===== config.mk =====
export PLATFORM = sky130hd
export DESIGN_NAME = uart_tx_cfg
export DESIGN_NICKNAME = d
export VERILOG_FILES = /design/src/rtl/uart_pkg.sv /design/src/rtl/uart_baud_gen.sv /design/src/rtl/uart_tx_cfg.sv
export SDC_FILE = /design/constraint.sdc
export NUM_CORES = 1
export LEC_CHECK = 0
export CAP_MARGIN = 5
export CORE_MARGIN = 2
export CORE_UTILIZATION = 40
export CTS_BUF_LIST = sky130_fd_sc_hd__clkbuf_16
export DETAILED_ROUTE_END_ITERATION = 12
export DONT_BUFFER_PORTS = 1
export PLACE_DENSITY = 0.62
export SLEW_MARGIN = 20
export SYNTH_ARGS = -nofsm -noshare
export SYNTH_HDL_FRONTEND = slang
export SYNTH_HIERARCHICAL = 1
export SYNTH_SLANG_ARGS = --single-unit

===== constraint.sdc =====
create_clock -name clk -period 4 [get_ports clk]
set_input_delay 0.6 -clock clk [delete_from_list [all_inputs] [get_ports clk]]
set_output_delay 0.6 -clock clk [all_outputs]
set_load 0.01 [all_outputs]

===== src/rtl/uart_pkg.sv =====
// Shared types and helpers for the configurable UART transmitter.
// The PARITY encoding is kept even when UART_TX_PARITY_EN is undefined.
package uart_pkg;

  typedef enum logic [2:0] {
    IDLE,
    START,
    DATA,
    PARITY,
    STOP
  } uart_tx_state_t;

  function automatic int uart_div(input int clk_freq, input int baud_rate);
    return clk_freq / baud_rate;
  endfunction

endpackage


===== src/rtl/uart_baud_gen.sv =====
// Baud enable generator: one-cycle tick every DIV clocks while enabled.
// The counter is held at zero whenever en is low.
module uart_baud_gen
  import uart_pkg::*;
#(
  parameter int DIV = 2
) (
  input  logic clk,
  input  logic rst,
  input  logic en,
  output logic tick
);

  localparam int CW = (DIV > 1) ? $clog2(DIV) : 1;
  localparam logic [CW-1:0] LAST = CW'(DIV - 1);

  logic [CW-1:0] cnt;

  assign tick = en && (cnt == LAST);

  always_ff @(posedge clk or posedge rst) begin
    if (rst) begin
      cnt <= '0;
    end else if (!en || cnt == LAST) begin
      cnt <= '0;
    end else begin
      cnt <= cnt + 1'b1;
    end
  end

endmodule


===== src/rtl/uart_tx_cfg.sv =====
// Configurable UART transmitter (5..9 data bits, 1/2 stop bits).
// Define UART_TX_PARITY_EN to insert a parity bit after the data bits.
module uart_tx_cfg
  import uart_pkg::*;
#(
  parameter int CLK_FREQ   = 1000000,
  parameter int BAUD_RATE  = 9600,
  parameter int DATA_BITS  = 8,
  parameter int STOP_BITS  = 1,
  parameter int PARITY_ODD = 0
) (
  input  logic                 clk,
  input  logic                 rst,
  input  logic                 newd,
  input  logic [DATA_BITS-1:0] tx_data,
  output logic                 tx,
  output logic                 busy,
  output logic                 donetx
);

  localparam int DIV = uart_div(CLK_FREQ, BAUD_RATE);
  localparam int CW  = $clog2(DATA_BITS);
  localparam logic [CW-1:0] LAST_BIT  = CW'(DATA_BITS - 1);
  localparam logic [CW-1:0] LAST_STOP = CW'(STOP_BITS - 1);

  if (DIV < 2) begin : g_bad_div
    $error("uart_tx_cfg: CLK_FREQ/BAUD_RATE must be at least 2");
  end
  if (DATA_BITS < 5 || DATA_BITS > 9) begin : g_bad_data
    $error("uart_tx_cfg: DATA_BITS must be 5..9");
  end
  if (STOP_BITS != 1 && STOP_BITS != 2) begin : g_bad_stop
    $error("uart_tx_cfg: STOP_BITS must be 1 or 2");
  end
  if (PARITY_ODD < 0 || PARITY_ODD > 1) begin : g_bad_par
    $error("uart_tx_cfg: PARITY_ODD must be 0 or 1");
  end

  uart_tx_state_t       state, state_n;
  logic [DATA_BITS-1:0] data_q, data_n;
  logic [CW-1:0]        bit_cnt, bit_n, nxt;
  logic                 tx_n, busy_n, done_n;
  logic                 tick;

  uart_baud_gen #(
    .DIV(DIV)
  ) u_baud (
    .clk (clk),
    .rst (rst),
    .en  (busy),
    .tick(tick)
  );

`ifdef UART_TX_PARITY_EN
  logic par;
  assign par = (PARITY_ODD != 0) ? ~^data_q : ^data_q;
`endif

  always_ff @(posedge clk or posedge rst) begin
    if (rst) begin
      state   <= IDLE;
      data_q  <= '0;
      bit_cnt <= '0;
      tx      <= 1'b1;
      busy    <= 1'b0;
      donetx  <= 1'b0;
    end else begin
      state   <= state_n;
      data_q  <= data_n;
      bit_cnt <= bit_n;
      tx      <= tx_n;
      busy    <= busy_n;
      donetx  <= done_n;
    end
  end

  always_comb begin
    state_n = state;
    data_n  = data_q;
    bit_n   = bit_cnt;
    tx_n    = tx;
    busy_n  = busy;
    done_n  = 1'b0;
    nxt     = bit_cnt + 1'b1;
    unique case (state)
      IDLE: begin
        tx_n   = 1'b1;
        busy_n = 1'b0;
        if (newd) begin
          data_n  = tx_data;
          tx_n    = 1'b0;
          busy_n  = 1'b1;
          bit_n   = '0;
          state_n = START;
        end
      end
      START: begin
        if (tick) begin
          state_n = DATA;
          bit_n   = '0;
          tx_n    = data_q[0];
        end
      end
      DATA: begin
        if (tick) begin
          if (bit_cnt == LAST_BIT) begin
`ifdef UART_TX_PARITY_EN
            state_n = PARITY;
            tx_n    = par;
`else
            state_n = STOP;
            tx_n    = 1'b1;
            bit_n   = '0;
`endif
          end else begin
            bit_n = nxt;
            tx_n  = data_q[nxt];
          end
        end
      end
`ifdef UART_TX_PARITY_EN
      PARITY: begin
        if (tick) begin
          state_n = STOP;
          tx_n    = 1'b1;
          bit_n   = '0;
        end
      end
`endif
      STOP: begin
        if (tick) begin
          if (bit_cnt == LAST_STOP) begin
            state_n = IDLE;
            busy_n  = 1'b0;
            done_n  = 1'b1;
            bit_n   = '0;
          end else begin
            bit_n = nxt;
          end
        end
      end
      default: begin
        state_n = IDLE;
        tx_n    = 1'b1;
        busy_n  = 1'b0;
      end
    endcase
  end

endmodule


==> results by group <==
Worst setup path
  – Critical path launch point: u_baud/cnt[3]
  – Worst Setup EP: bit_cnt[0]
  – R2R Setup Slk: 1.56 ns
  – Depth of the most critical reg-to-reg path: 7
  – Worst setup EP type: flip-flop
  – Reg2reg start: u_baud/cnt[3]
  – Critical Path Start Type: flip-flop
  – CP arrival: 2.62 ns
  – Crit path required time: 4.18 ns
  – Crit Path Class: reg2reg
  – Worst flop-to-flop path endpoint: bit_cnt[0]
  – CP Max Fanout: 7

Clocking
  – CTS tree: done
  – Setup repair bufs after CTS: 0
  – CTS resizes: 0
  – Clock tree buffer depth: 2
  – Root Buffer Master: clkbuf_16
  – Clock Latency Late Sink: 0.25 ns
  – Clock-pin transition on the worst setup and hold timing paths: 0.06 ns
  – Hold Buf Count CTS: 0
  – TritonCTS buffer count: 3
  – TritonCTS Sinks: 24
  – Depth of the CTS H-tree: 1

STA
  – Max Clk Rate: 409.4 MHz
  – Final Skew: 0.002242 ns
  – Slew @ Worst Pin: 0.7133 ns
  – Crit share post-route: 61.07%
  – RSZ-0062 raised after global routing: no
  – # setup viols final: 0
  – Worst setup slack after layout: 1.557 ns
  – Setup TNS: 0 ns
  – Final min period: 2.443 ns
  – Final Max Slew Viols: 0
  – Max-slew headroom at the worst pin: 52.08%
  – Hold Vio Cnt, Final: 0

Place
  – Area post-placement: 1294 um^2
  – IO Port Bufs: 0
  – Dpl hpwl: 1614 um
  – Placer Congestion: 0.7867
  – Post-place setup slack: 1.542 ns

Finish
  – Antenna cells: 0
  – Final Cell Area: 1399 um^2
  – Nets: 135
  – Layout cells sized above 1: 15.97%
  – Most frequent cells in the layout: 23 x dfrtp_1, 12 x nor2_1, 11 x nand2_1
  – Fillers: 314
  – Layout area overhead: 9.608%
  – Commonest non-fill, non-tap cell in the layout: dfrtp_1

Drt
  – First drt pass iteration count: 4
  – DRC violations left: 0
  – Routed Antenna Nets: 0
  – Vias per std cell: 5.270
  – Vias: 859
  – Total wire length: 2106 um
  – Iter 0 DRT Violations: 41
  – Post-DR wirelength/cell: 12.92 um

Global routing
  – Congestion Overflow GR: 0
  – Gr usage total: 13.16%
  – Initial antenna violation count: 0
  – Largest net degree at the start of global routing: 18
  – First-pass GRT wire length: 3670 um
  – Vias in the first global route: 816

Die
  – Chip Width: 60.49 um
  – Row count: 20
  – Total core area: 3053 um^2
  – Die area: 3658 um^2
  – Starting density of the core: 41.80%
  – Die H: 60.49 um
  – IO Count: 14

Yosys
  – Distinct cells, synth: 36
  – Main synth FF type: dfrtp_1
  – Syn Inst Count: 119
  – Syn Std Cell Area: 1276 um^2
  – Register bit total from synthesis: 24
  – Syn_nets: 134
  – Async SR Flop Fraction: 100.0%
  – Avg Cell Area, Syn: 10.72 um^2
  – YS warnings: 6
  – Seq/Total Area, Yosys: 47.16%
  – EDFF count, synth: 0

Outcome
  – Outcome: finished, final reports clean

Hold path
  – HP Class: in2async

Pwr
  – Switching share of total power: 29.07%
  – Tot Pwr: 0.8888 mW
  – Register share of total power: 43.5%
  – Peak supply drop: 0.3281 mV
  – Clock power frac: 31.8%
  – Gate power share: 24.7%
  – P_leak: 0.5947 nW
  – Int Power: 0.6305 mW
  – NetSw: 0.2584 mW
  – PD cells: 635.4 nW/um^2

Run
  – Max-cap violation count: 0
## cells in the mapped netlist, types with 2 or more instances
library cell | count | area share, %
mux4_1 | 2 | 4.1
nor3_1 | 2 | 0.78
buf_4 | 2 | 1.2
xor2_1 | 3 | 2.1
nand2_1 | 11 | 3.2
nand3_1 | 3 | 1.2
ha_1 | 4 | 3.9
or3_1 | 2 | 0.98
mux2_2 | 8 | 7.1
mux2i_1 | 5 | 3.9
o21ai_0 | 4 | 1.6
dfrtp_1 | 23 | 45
nor2b_1 | 3 | 1.5
inv_1 | 7 | 2.1
buf_6 | 2 | 1.8
a21oi_1 | 7 | 2.7
nor2_1 | 12 | 3.5
## stage by stage
stage / utilization (%) / cells / hold slack, ns
6_report: 45.82 / 163 / 0.1586
5_1_grt: 45.82 / 163 / 0.1718
4_1_cts: 45.82 / 163 / 0.1674
3_5_place_dp: 42.38 / 159 / 0.4380
3_3_place_gp: 42.38 / 159 / 0.4381
2_1_floorplan: - / 119 / 0.4034
## power groups by stage
stage               Clock (mW)  Sequential [mW]  Combinational, mW
global route             0.299            0.399              0.246
detailed placement           0            0.392              0.221
finish                   0.283            0.386              0.220
floorplan                    0            0.350              0.237
global placement             0            0.388              0.218
CTS                      0.287            0.387              0.222
## per-layer routing
metal,up-vias,track usage (%),part of all wire (%)
met5,-,0,0
met4,0,4.658,0.71
met3,2,2.772,4.3
met2,24,19.57,45
met1,416,19.06,50
li1,417,-,-
## worst min-delay path by stage
| stage | end | cells past startpoint |
|---|---|---|
| after floorplan | u_baud/cnt[0] | 1 |
| after global placement | u_baud/cnt[1] | 1 |
| after detailed placement | u_baud/cnt[1] | 1 |
| after CTS | u_baud/cnt[1] | 1 |
| after global routing | u_baud/cnt[4] | 1 |
| final | u_baud/cnt[1] | 1 |
## layout make-up
class                           instances  area (um^2)  area share, %
Inverter                                8        30.03          2.147
Multi-Input combinational cell         83        606.8          43.38
Clock inverter                          1        30.03          2.147
Sequential cell                        24        601.8          43.02
Tap cell                               44        55.05          3.936
Clock buffer                            3        75.07          5.367
## worst max-delay path, stage by stage, from the launching register on
cell	delay, ns
dfrtp_1	0.44
or3b_1	0.42
nor3_1	0.57
mux2i_1	0.20
mux2i_1	0.20
o22ai_2	0.14
nor2_4	0.20
mux2i_1	0.20
## registers in the layout (all words and copies together), names as in the netlist
signal      flops
bit_cnt         3
data_q          8
busy            1
u_baud/cnt      7
donetx          1
tx              1
state           3
## logic make-up (layout without fill, tap and decap cells)
| logic type | Yosys count | in the layout | share of synthesized area, % |
|---|---|---|---|
| flip-flops | 24 | 24 | 47.16 |
| multiplexers | 15 | 15 | 15.10 |
| adder cells (fa/ha/maj) | 4 | 4 | 3.922 |
| AND/OR/NAND/NOR | 41 | 41 | 16.08 |
| XOR/XNOR | 4 | 4 | 2.746 |
| buffers and inverters | 12 | 12 | 5.294 |
| AO/OA/AOI/OAI | 19 | 19 | 9.707 |
No activity file was read; power rests on OpenSTA's default activity.
